### src/rtl/riscv_pkg.sv
// riscv_pkg: shared fetch-stage types and constants
package riscv_pkg;
  typedef enum logic [1:0] {RUN, HALT, FAULT} fetch_state_t;
  localparam int PC_STEP = 4;
  localparam logic [31:0] DEFAULT_RESET_PC = 32'h0;
endpackage

### src/rtl/pc_next_logic.sv
// pc_next_logic: combinational next-pc / next-state selection for the fetch stage
// Ports: pc_i/state_i current registers; inst_valid_i/inst_ready_i output handshake;
//        redirect_valid_i/redirect_target_i branch resolution; pc_d_o/state_d_o next values;
//        adv_o capture a new instruction; flush_o drop the held instruction.
module pc_next_logic
  import riscv_pkg::*;
#(
  parameter int s = 32,
  parameter logic [s-1:0] PC_LIMIT = s'(64)
) (
  input  logic [s-1:0]  pc_i,
  input  fetch_state_t  state_i,
  input  logic          inst_valid_i,
  input  logic          inst_ready_i,
  input  logic          redirect_valid_i,
  input  logic [s-1:0]  redirect_target_i,
  output logic [s-1:0]  pc_d_o,
  output fetch_state_t  state_d_o,
  output logic          adv_o,
  output logic          flush_o
);
  logic [s:0] pc_inc;
  logic run, redir, misaligned, beyond, limit_hit;
  // one extra bit so a limit at the top of the address space still halts instead of wrapping
  assign pc_inc = {1'b0, pc_i} + (s+1)'(PC_STEP);
  assign limit_hit = pc_inc > {1'b0, PC_LIMIT};
  assign run = state_i == RUN;
  assign redir = run && redirect_valid_i;
  assign misaligned = redir && |redirect_target_i[1:0];
  assign beyond = redir && !misaligned && redirect_target_i > PC_LIMIT;
  assign adv_o = run && (!inst_valid_i || inst_ready_i) && !redirect_valid_i;
  assign flush_o = redir;
  // faulting or out-of-range redirects leave pc alone so memory never sees a bad address
  assign pc_d_o = (redir && !misaligned && !beyond) ? redirect_target_i
                : (adv_o && !limit_hit) ? pc_inc[s-1:0] : pc_i;
  assign state_d_o = misaligned ? FAULT
                   : (beyond || (adv_o && limit_hit)) ? HALT : state_i;
endmodule

### src/rtl/pc_fetch_unit.sv
// pc_fetch_unit: program counter and registered fetch stage toward decode
// Ports: clk/reset sync active-high; pcpresent -> inst_memory, instruction_in <- inst_memory;
//        redirect_valid/redirect_target from branch resolution;
//        inst_out/pc_out/pc_plus4_out/inst_valid + inst_ready handshake to decode;
//        halted/fault_misaligned sticky status, cleared only by reset.
module pc_fetch_unit
  import riscv_pkg::*;
#(
  parameter int s = 32,
  parameter logic [s-1:0] RESET_PC = s'(DEFAULT_RESET_PC),
  parameter logic [s-1:0] PC_LIMIT = s'(64)
) (
  input  logic         clk,
  input  logic         reset,
  output logic [s-1:0] pcpresent,
  input  logic [s-1:0] instruction_in,
  input  logic         redirect_valid,
  input  logic [s-1:0] redirect_target,
  output logic [s-1:0] inst_out,
  output logic [s-1:0] pc_out,
  output logic [s-1:0] pc_plus4_out,
  output logic         inst_valid,
  input  logic         inst_ready,
  output logic         halted,
  output logic         fault_misaligned
);
  fetch_state_t state_q, state_d;
  logic [s-1:0] pc_q, pc_d;
  logic adv, flush;
  pc_next_logic #(.s(s), .PC_LIMIT(PC_LIMIT)) u_next (
    .pc_i(pc_q),
    .state_i(state_q),
    .inst_valid_i(inst_valid),
    .inst_ready_i(inst_ready),
    .redirect_valid_i(redirect_valid),
    .redirect_target_i(redirect_target),
    .pc_d_o(pc_d),
    .state_d_o(state_d),
    .adv_o(adv),
    .flush_o(flush)
  );
  assign pcpresent = pc_q;
  always_ff @(posedge clk) begin
    if (reset) begin
      pc_q <= RESET_PC;
      state_q <= RUN;
      inst_out <= '0;
      pc_out <= '0;
      pc_plus4_out <= s'(PC_STEP);
      inst_valid <= 1'b0;
      halted <= 1'b0;
      fault_misaligned <= 1'b0;
    end else begin
      pc_q <= pc_d;
      state_q <= state_d;
      halted <= state_d == HALT;
      fault_misaligned <= state_d == FAULT;
      // outside RUN nothing is captured, so the last instruction drains on acceptance
      inst_valid <= !flush && (adv || (inst_valid && !inst_ready));
      if (adv) begin
        inst_out <= instruction_in;
        pc_out <= pc_q;
        pc_plus4_out <= pc_q + s'(PC_STEP);
      end
    end
  end
endmodule

### config.mk
export PLATFORM = sky130hd
export DESIGN_NAME = pc_fetch_unit
export DESIGN_NICKNAME = d
export VERILOG_FILES = /design/src/rtl/riscv_pkg.sv /design/src/rtl/pc_next_logic.sv /design/src/rtl/pc_fetch_unit.sv
export SDC_FILE = /design/constraint.sdc
export NUM_CORES = 1
export LEC_CHECK = 0
export ABC_CLOCK_PERIOD_IN_PS = 4400
export BUFFER_PORTS_ARGS = -buffer_cell sky130_fd_sc_hd__buf_4
export CELL_PAD_IN_SITES_DETAIL_PLACEMENT = 0
export CELL_PAD_IN_SITES_GLOBAL_PLACEMENT = 1
export CORE_MARGIN = 2
export CORE_UTILIZATION = 25
export DETAILED_ROUTE_END_ITERATION = 12
export GPL_TIMING_DRIVEN = 1
export PLACE_DENSITY_LB_ADDON = 0.1
export SLEW_MARGIN = 25
export SYNTH_ARGS = -nofsm -noshare
export SYNTH_HDL_FRONTEND = slang
export SYNTH_SLANG_ARGS = --single-unit
### constraint.sdc
create_clock -name clk -period 4.4 [get_ports clk]
set_clock_uncertainty 0.1 [all_clocks]
set_input_delay 0.22 -clock clk [delete_from_list [all_inputs] [get_ports clk]]
set_output_delay 0.22 -clock clk [all_outputs]
set_load 0.02 [all_outputs]
==> flow_metrics.tcl, run 1 <==
set metrics [dict create \
    io_buffers 198 \
    syn_nets 740 \
    synth_top_cells_by_count "nand2_1 (147), dfxtp_1 (131), a21oi_1 (68)" \
    grt.met3_usage_pct 5.69 \
    core_area_um2 21800 \
    intPower_w 0.00249 \
    placedCellCount 1101 \
    p_leak_nw 3.30 \
    synth-compound-area-share_pct 14.5 \
    postSynthCellCount 670 \
    grt_max_degree 76 \
    p_comb_share_pct 11.2 \
    first_iter_violations 266 \
    grt_util_met2_pct 26.3 \
    synthMuxAreaShare_pct 0.385 \
    first_global_vias 5371 \
    p_sw_w 0.000785 \
    synthXorXnorAreaFrac_pct 5.07 \
    overflow 0 \
    clkTransAtPathRegs_ns 0.06 \
    finalCritPeriodShare_pct 84.9 \
    ys_types 50 \
    area_growth_pct 49.1 \
    ant_nets 0 \
    setup_violations 0 \
    fill_cells 2302 \
    yosysMostFrequentCell "nand2_1" \
    max_freq_ghz 0.268 \
    gp_congestion 0.868 \
    run_status "finished, final reports clean" \
    worstPathMaxFanout 25 \
    clockRootBuffer "clkbuf_16" \
    cp.arrival_ns 3.99 \
    startpoint "pcpresent[2]" \
    power_density_nw_per_um2 397 \
    wl_um 19100 \
    die_w_um 153 \
    synthAdderAreaFrac_pct 0.453 \
    min_period_ns 3.73 \
    ios 199 \
    synth_top_family_by_area "simple AND/OR/NAND/NOR gates" \
    clockBufferDepth 2 \
    drc_errors 0 \
    ff2ff_path_depth 9 \
    nets 944 \
    synth-simple-area-share_pct 27.4 \
    cts_sinks 131 \
    ys_top_cells_by_area "dfxtp_1 (47%), nand2_1 (10%), a21oi_1 (6.2%), a211oi_1 (3.9%), nor2_1 (3.5%)" \
    grt_pass1_wl_um 30200 \
    finalHoldViolCount 0 \
    ys.flop_type "dfxtp_1" \
    synth_edf_count 0 \
    r2r_setup_slack_ns 0.67 \
    cp-start-kind "flop" \
    rsz0062_at_grt "false" \
    hp-class "in -> reg" \
    drive_above_1_share_pct 28.9 \
    yosys.area.top_type_share_pct 47.5 \
    die-area_um2 23300 \
    dr_total_vias 5395 \
    diodes 0 \
    yosysTopAreaCell "dfxtp_1" \
    maxCapViolCount 0 \
    worstSetupPathType "reg -> reg" \
    crit_path_end_kind "flop" \
    p_seq_share_pct 38.7 \
    dpl.hpwl_um 13600 \
    grt-busiest-layer "met2" \
    clk_latency_ns 0.42 \
    cts_tree "built" \
    slew-limit-headroom_pct 41.9 \
    p_clk_share_pct 50.1 \
    num_rows 54 \
    async_flop_share_pct 0 \
    ys.warnings.count 0 \
    grt_usage_pct 16.2 \
    synth_seq_area_share_pct 47.5 \
    timing.rr.start "pcpresent[2]" \
    instances_no_fill 1167 \
    cts_max_level 4 \
    avgViaCountPerCell 4.62 \
    switching_share_pct 24.0 \
    peakVddDrop_uv 240 \
    cts_setup_buffers 0 \
    grtUsageMet1_pct 20.5 \
    fin_setup_tns_ns 0 \
    syn_area_per_cell_um2 8.24 \
    dp_slack_ns 0.694 \
    reg2reg_to "pcpresent[25]" \
    numCtsBuffers 17 \
    netlist_area_um2 5520 \
    crit_end "pcpresent[25]" \
    grt_antenna_before_repair 0 \
    required_ns 4.65 \
    maxSlewViolCount 0 \
    worst_pin_slew_ns 0.866 \
    finalWorstSetupSlack_ns 0.666 \
    die_y_um 153 \
    ys_ff_latch 131 \
    dr.pass1.iters 5 \
    initial_core_util_pct 25.4 \
    wire_per_inst_um 16.3 \
]
metrics by stage:
step	hold slack, ns	cell area (um2)	power, W	utilization [%]
after floorplan	0.256	5520	0.00147	-
after global placement	0.343	7210	0.00164	33.1
after detailed placement	0.349	7210	0.00164	33.1
after CTS	0.0293	8230	0.00332	37.8
after global routing	0.0589	8230	0.00341	37.8
final	0.0554	8230	0.00327	37.8
area by class of cell:
cell class / instances / area [um2] / share of cell area, %
clock inverters: 13 / 228 / 2.77
multi-input cells: 475 / 2640 / 32.1
clock buffers: 19 / 453 / 5.50
flip-flops and latches: 131 / 2620 / 31.9
inverters: 5 / 18.8 / 0.228
repair buffers: 244 / 1920 / 23.3
well taps: 280 / 350 / 4.26
timing repair:
item                                   CTS  global route
endpoints found under the hold margin   34             0
resized for setup                        0             0
hold buffers                            34             0
cells in the final DEF, fill, tap and decap left out, drive strengths merged, types with 2 or more instances in the layout:
cell / count
or3: 7
bufinv: 6
o21ai: 8
and4: 5
a311oi: 3
and2: 31
nor4: 13
clkinv: 4
a31oi: 8
ha: 2
a21boi: 2
dfxtp: 131
inv: 6
clkbuf: 19
nand3: 9
buf: 210
o211ai: 3
nand4b: 2
nor3: 14
or4: 3
and3: 5
xor2: 13
a211oi: 29
nand4: 14
nor2: 52
or2: 2
clkinvlp: 2
nand2: 147
and4b: 2
xnor2: 19
dlygate4sd3: 34
a21oi: 68
power groups by stage:
| stage | Clock [W] | Combinational [W] | Sequential, W |
|---|---|---|---|
| 2_1_floorplan | 0 | 0.000127 | 0.00135 |
| 3_3_place_gp | 0 | 0.000348 | 0.00129 |
| 3_5_place_dp | 0 | 0.000351 | 0.00129 |
| 4_1_cts | 0.00168 | 0.000376 | 0.00127 |
| 5_1_grt | 0.00173 | 0.000403 | 0.00127 |
| 6_report | 0.00164 | 0.000368 | 0.00127 |
critical path: stages, from the launching register on:
cell and delay (ns):
dfxtp_1 0.47, ha_1 0.31, nand3_2 0.21, nor4_2 0.75
a311oi_1 0.20, a31oi_1 0.33, a2111oi_4 0.11, and4b_1 0.27
a21boi_2 0.68, and2_1 0.23
flip-flops by register name (all words and copies together), names as in the netlist:
register          count
inst_out             32
halted                1
pcpresent            32
inst_valid            1
pc_plus4_out         30
pc_out               32
fault_misaligned      1
state_q               2
how the worst min path moves through the flow:
stage / depth (start not counted) / endpoint / startpoint / slack [ns]
after detailed placement: 2 / inst_out[15] / inst_out[15] / 0.35
after global placement: 2 / inst_out[14] / inst_out[14] / 0.34
final: 3 / pcpresent[2] / redirect_target[2] / 0.06
after global routing: 3 / pcpresent[3] / redirect_target[3] / 0.06
after CTS: 3 / pcpresent[2] / redirect_target[2] / 0.03
after floorplan: 2 / inst_out[0] / instruction_in[0] / 0.26
cell families (layout without fill, tap and decap cells):
logic type,Yosys count,count (layout)
simple gates,310,310
flops,131,131
compound gates,129,129
buf+inv,64,281
xor+xnor,32,32
fa+ha+maj,2,2
mux,2,2
routing by layer:
| layer | part of all wire, % | up-vias |
|---|---|---|
| li1 | - | 2709 |
| met1 | 45 | 2491 |
| met2 | 47 | 175 |
| met3 | 6.7 | 20 |
| met4 | 1.6 | 0 |
| met5 | 0 | - |
Power figures use the tool's default switching activity.
==> run 2, diff against run 1 <==
--- a/config.mk
+++ b/config.mk
@@ -5,7 +5,7 @@
 export SDC_FILE = /design/constraint.sdc
 export NUM_CORES = 1
 export LEC_CHECK = 0
-export ABC_CLOCK_PERIOD_IN_PS = 4400
+export ABC_CLOCK_PERIOD_IN_PS = 3300
 export BUFFER_PORTS_ARGS = -buffer_cell sky130_fd_sc_hd__buf_4
 export CELL_PAD_IN_SITES_DETAIL_PLACEMENT = 0
 export CELL_PAD_IN_SITES_GLOBAL_PLACEMENT = 1
==> constraint.sdc (replaced) <==
create_clock -name clk -period 3.3 [get_ports clk]
set_clock_uncertainty 0.1 [all_clocks]
set_input_delay 0.165 -clock clk [delete_from_list [all_inputs] [get_ports clk]]
set_output_delay 0.165 -clock clk [all_outputs]
set_load 0.02 [all_outputs]
==> run 2 against run 1 <==
Effect of this change:
- final cell count grew 2.6%
- critical path depth shrank 1
- first-iteration DRC count shrank 4.9%
- utilization grew 1.4 points
- hold slack lost 0.0082 ns
- sequential power grew 33%
- non-clock buffer count grew 30
- maximum frequency grew 20%
==> flow_metrics.tcl, run 2 (synthesis gave the netlist of run 1 again) <==
set metrics [dict create \
    die_y_um 153 \
    cts_sinks 131 \
    crit_chain "nand4_1 > nor3_1 > and4_1 > mux2_2 > nor4_2 > nand4b_4 > or3_1 > a311oi_1" \
    avgViaCountPerCell 4.62 \
    maxSlewViolCount 0 \
    fill_cells 2233 \
    finalHoldViolCount 0 \
    cts_setup_buffers 0 \
    rsz0062_at_grt "false" \
    die_w_um 153 \
    dpl.hpwl_um 13900 \
    cp.arrival_ns 3.32 \
    cts_tree "built" \
    required_ns 3.51 \
    finalCritPeriodShare_pct 94.0 \
    wire_per_inst_um 15.6 \
    io_buffers 198 \
    dr.pass1.iters 4 \
    maxCapViolCount 0 \
    critPathMaxStageDelay_ns 0.55 \
    slew-limit-headroom_pct 45.9 \
    nets 974 \
    power_density_nw_per_um2 515 \
    clkTransAtPathRegs_ns 0.06 \
    clockBufferDepth 2 \
    wl_um 18700 \
    p_leak_nw 3.49 \
    grt_antenna_before_repair 0 \
    setup_violations 0 \
    layout_common_cells "buf_4 (234), nand2_1 (147), dfxtp_1 (131)" \
    grt_pass1_wl_um 29400 \
    die-area_um2 23300 \
    drc_errors 0 \
    worstSetupPathType "reg -> reg" \
    clk_latency_ns 0.41 \
    num_rows 54 \
    min_period_ns 3.10 \
    worst_pin_slew_ns 0.812 \
    cts_max_level 4 \
    drive_above_1_share_pct 30.9 \
    clockRootBuffer "clkbuf_16" \
    overflow 0 \
    core_area_um2 21800 \
    worstPathMaxFanout 10 \
    first_iter_violations 253 \
    ant_nets 0 \
    hp-class "in -> reg" \
    ios 199 \
    dp_slack_ns 0.170 \
    first_global_vias 5350 \
    gp_congestion 0.846 \
    finalWorstSetupSlack_ns 0.199 \
    run_status "finished, final reports clean" \
    peakVddDrop_uv 294 \
    dr_total_vias 5529 \
    numCtsBuffers 17 \
    fin_setup_tns_ns 0 \
    initial_core_util_pct 25.4 \
    p_total_w 0.00439 \
    diodes 0 \
    crit_path_end_kind "flop" \
    cp-start-kind "flop" \
    slowest_stage "dfxtp_1" \
    grt_usage_pct 15.8 \
    max_freq_ghz 0.323 \
    layout_commonest_cell "buf_4" \
    area_growth_pct 54.4 \
    grt_max_degree 75 \
]
[run 2: cell types whose count changed in the layout (fill, tap and decap cells not counted)]
| cell | before | now |
|---|---|---|
| nor4_4 | 0 | 1 |
| clkinv_4 | 1 | 3 |
| inv_6 | 1 | 0 |
| buf_12 | 0 | 2 |
| dlygate4sd3_1 | 34 | 38 |
| buf_4 | 210 | 234 |
| clkinv_2 | 3 | 1 |
| a21boi_2 | 1 | 0 |
| nor4_1 | 11 | 10 |
| clkbuf_8 | 2 | 3 |
| a21boi_4 | 0 | 1 |
[run 2: worst paths after layout]
kind	start	to	slack [ns]	cells after the start
worst min register to register	pc_out[9]	pc_out[9]	0.35	2
worst min-delay path	redirect_valid	inst_valid	0.05	3
worst max-delay path	pcpresent[21]	pcpresent[2]	0.20	8
worst max register to register	pcpresent[21]	pcpresent[2]	0.20	8
[run 2: cell type report]
type,count,area (um2),share of cell area [%]
tap,280,350,4.11
inverter,5,18.8,0.220
clock inverter,12,226,2.66
multi-input combinational,475,2670,31.3
clock buffer,20,467,5.47
timing repair buffer,274,2180,25.5
sequential,131,2620,30.8
[run 2: critical path: cells and delay by family, from the launching register on]
family,cells,cell delay (ns)
simple gates,6,1.72
flops,1,0.55
mux,1,0.35
compound gates,1,0.28
[run 2: metrics by stage]
step / util [%] / hold WS [ns] / std cells / instance area [um2]
floorplan: - / 0.201 / 670 / 5540
global placement: 34.2 / 0.314 / 1127 / 7450
detailed placement: 34.2 / 0.323 / 1127 / 7450
CTS: 39.2 / 0.0248 / 1197 / 8520
global route: 39.2 / 0.0359 / 1197 / 8530
finish: 39.2 / 0.0471 / 1197 / 8530
[run 2: power breakdown]
| group | leakage [nW] | internal (W) | switching, W |
|---|---|---|---|
| Sequential | 1.07 | 0.00165 | 0.0000365 |
| Clock | 0.332 | 0.00148 | 0.000717 |
| Combinational | 2.09 | 0.000224 | 0.000283 |
| Total | 3.49 | 0.00335 | 0.00104 |
[run 2: timing repair]
| item | 4_1_cts | 5_1_grt |
|---|---|---|
| hold buffers | 38 | 0 |
| setup endpoints to repair | 0 | 29 |
| endpoints found under the hold margin | 38 | 0 |
| resized for setup | 0 | 1 |
[run 2: metal layers]
layer  track usage, %  wire [um]  vias to the layer above
li1                 -          -                     2767
met1             20.1       8370                     2561
met2             25.5       8720                      180
met3             4.78       1310                       21
met4             5.47        313                        0
met5                0          0                        -
==> run 3, diff against run 2 <==
--- a/config.mk
+++ b/config.mk
@@ -7,7 +7,7 @@
 export LEC_CHECK = 0
 export ABC_CLOCK_PERIOD_IN_PS = 3300
 export BUFFER_PORTS_ARGS = -buffer_cell sky130_fd_sc_hd__buf_4
-export CELL_PAD_IN_SITES_DETAIL_PLACEMENT = 0
+export CELL_PAD_IN_SITES_DETAIL_PLACEMENT = 1
 export CELL_PAD_IN_SITES_GLOBAL_PLACEMENT = 1
 export CORE_MARGIN = 2
 export CORE_UTILIZATION = 25
==> run 3 against run 2 <==
Effect of this change:
- global-route usage is 1.1 points higher
- sequential power about the same
- count of clock-buffer cells in the layout up 1
- non-clock buffer count is the same
- routed wire length is 7.4% higher
- via count rose by 1.6%
- final cell count unchanged
- largest power group unchanged
- power is 2.1% lower
- design area shrank 0.45%
- utilization down 0.18 points
==> flow_metrics.tcl, run 3 (synthesis gave the netlist of run 1 again) <==
set metrics [dict create \
    wire_per_inst_um 16.8 \
    core_area_um2 21800 \
    grt_usage_pct 17.0 \
    clk_latency_ns 0.41 \
    p_comb_share_pct 12.0 \
    diodes 0 \
    hp-class "in -> reg" \
    first_iter_violations 186 \
    die-area_um2 23300 \
    final_area_um2 8490 \
    area_growth_pct 53.7 \
    max_freq_ghz 0.321 \
    hold_ws_ns 0.0528 \
    run_status "finished, final reports clean" \
    setup_violations 0 \
    clockRootBuffer "clkbuf_16" \
    peakVddDrop_uv 326 \
    required_ns 3.52 \
    numCtsBuffers 17 \
    maxCapViolCount 0 \
    ios 199 \
    p_seq_share_pct 39.2 \
    grt_max_degree 75 \
    first_global_vias 5705 \
    num_rows 54 \
    nets 974 \
    dr_total_vias 5618 \
    ant_nets 0 \
    worstSetupPathType "reg -> reg" \
    layout_common_cells "buf_4 (234), nand2_1 (147), dfxtp_1 (131)" \
    dr.pass1.iters 6 \
    maxSlewViolCount 0 \
    die_y_um 153 \
    drc_errors 0 \
    slew-limit-headroom_pct 44.9 \
    worst_pin_slew_ns 0.826 \
    avgViaCountPerCell 4.69 \
    fin_setup_tns_ns 0 \
    grt_pass1_wl_um 31500 \
    intPower_w 0.00328 \
    die_w_um 153 \
    cp.arrival_ns 3.34 \
    min_period_ns 3.12 \
    rsz0062_at_grt "false" \
    initial_core_util_pct 25.4 \
    crit_path_end_kind "flop" \
    clockBufferDepth 2 \
    grt_antenna_before_repair 0 \
    worstPathMaxFanout 10 \
    drive_above_1_share_pct 30.5 \
    dp_slack_ns 0.157 \
    p_total_w 0.00430 \
    cp-start-kind "flop" \
    cts_max_level 4 \
    p_sw_w 0.00101 \
    switching_share_pct 23.6 \
    overflow 0 \
    finalCritPeriodShare_pct 94.4 \
    finalHoldViolCount 0 \
    layout_commonest_cell "buf_4" \
    gp_congestion 0.846 \
    clkTransAtPathRegs_ns 0.06 \
    finalWorstSetupSlack_ns 0.183 \
    cts_tree "built" \
    cts_sinks 131 \
    io_buffers 198 \
    p_leak_nw 3.48 \
    power_density_nw_per_um2 506 \
    dpl.hpwl_um 14800 \
    p_clk_share_pct 48.8 \
    wl_um 20100 \
    dpl_cell_area_um2 7450 \
]
[run 3: repair_timing]
item / 4_1_cts / 5_1_grt
hold buffers: 38 / 0
setup buffers: 0 / 0
hold endpoints to repair: 38 / 0
endpoints found under the setup margin: 0 / 30
resized for setup: 0 / 2
[run 3: per-stage QoR]
stage / util [%] / std cells
after floorplan: - / 670
after global placement: 34.2 / 1127
after detailed placement: 34.2 / 1127
after CTS: 39.0 / 1197
after global routing: 39.0 / 1197
final: 39.0 / 1197
[run 3: worst max-delay path, cell delays in order (launching register included)]
cell      delay [ns]
dfxtp_1         0.56
nand4_1         0.19
nor3_1          0.24
and4_1          0.29
mux2_2          0.35
nor4_2          0.41
nand4b_4        0.25
or3_1           0.37
a311oi_1        0.25
[run 3: path summary, 6_finish.rpt]
path	from	to	slack, ns	cells past startpoint
worst min-delay path	redirect_valid	inst_valid	0.05	3
worst min register to register	inst_out[17]	inst_out[17]	0.36	2
worst max-delay path	pcpresent[21]	pcpresent[2]	0.18	8
worst max register to register	pcpresent[21]	pcpresent[2]	0.18	8
[run 3: layout make-up]
cell class | instances | area (um2)
multi-input cells | 475 | 2670
fillers | 2564 | 13300
flip-flops and latches | 131 | 2620
clock buffers | 21 | 440
clock inverters | 11 | 208
inverters | 5 | 18.8
well taps | 280 | 350
repair buffers | 274 | 2180
[run 3: layer usage]
layer,part of all wire (%),track usage [%]
met1,44,21.0
met3,6.0,5.63
met4,0.79,3.97
met2,49,28.6
met5,0,0
[run 3: power groups by stage]
stage	Clock, W	Sequential, W	Combinational [W]
after floorplan	0	0.00179	0.000169
after global placement	0	0.00172	0.000476
after detailed placement	0	0.00172	0.000484
after CTS	0.00215	0.00169	0.000522
after global routing	0.00223	0.00170	0.000562
final	0.00210	0.00169	0.000515
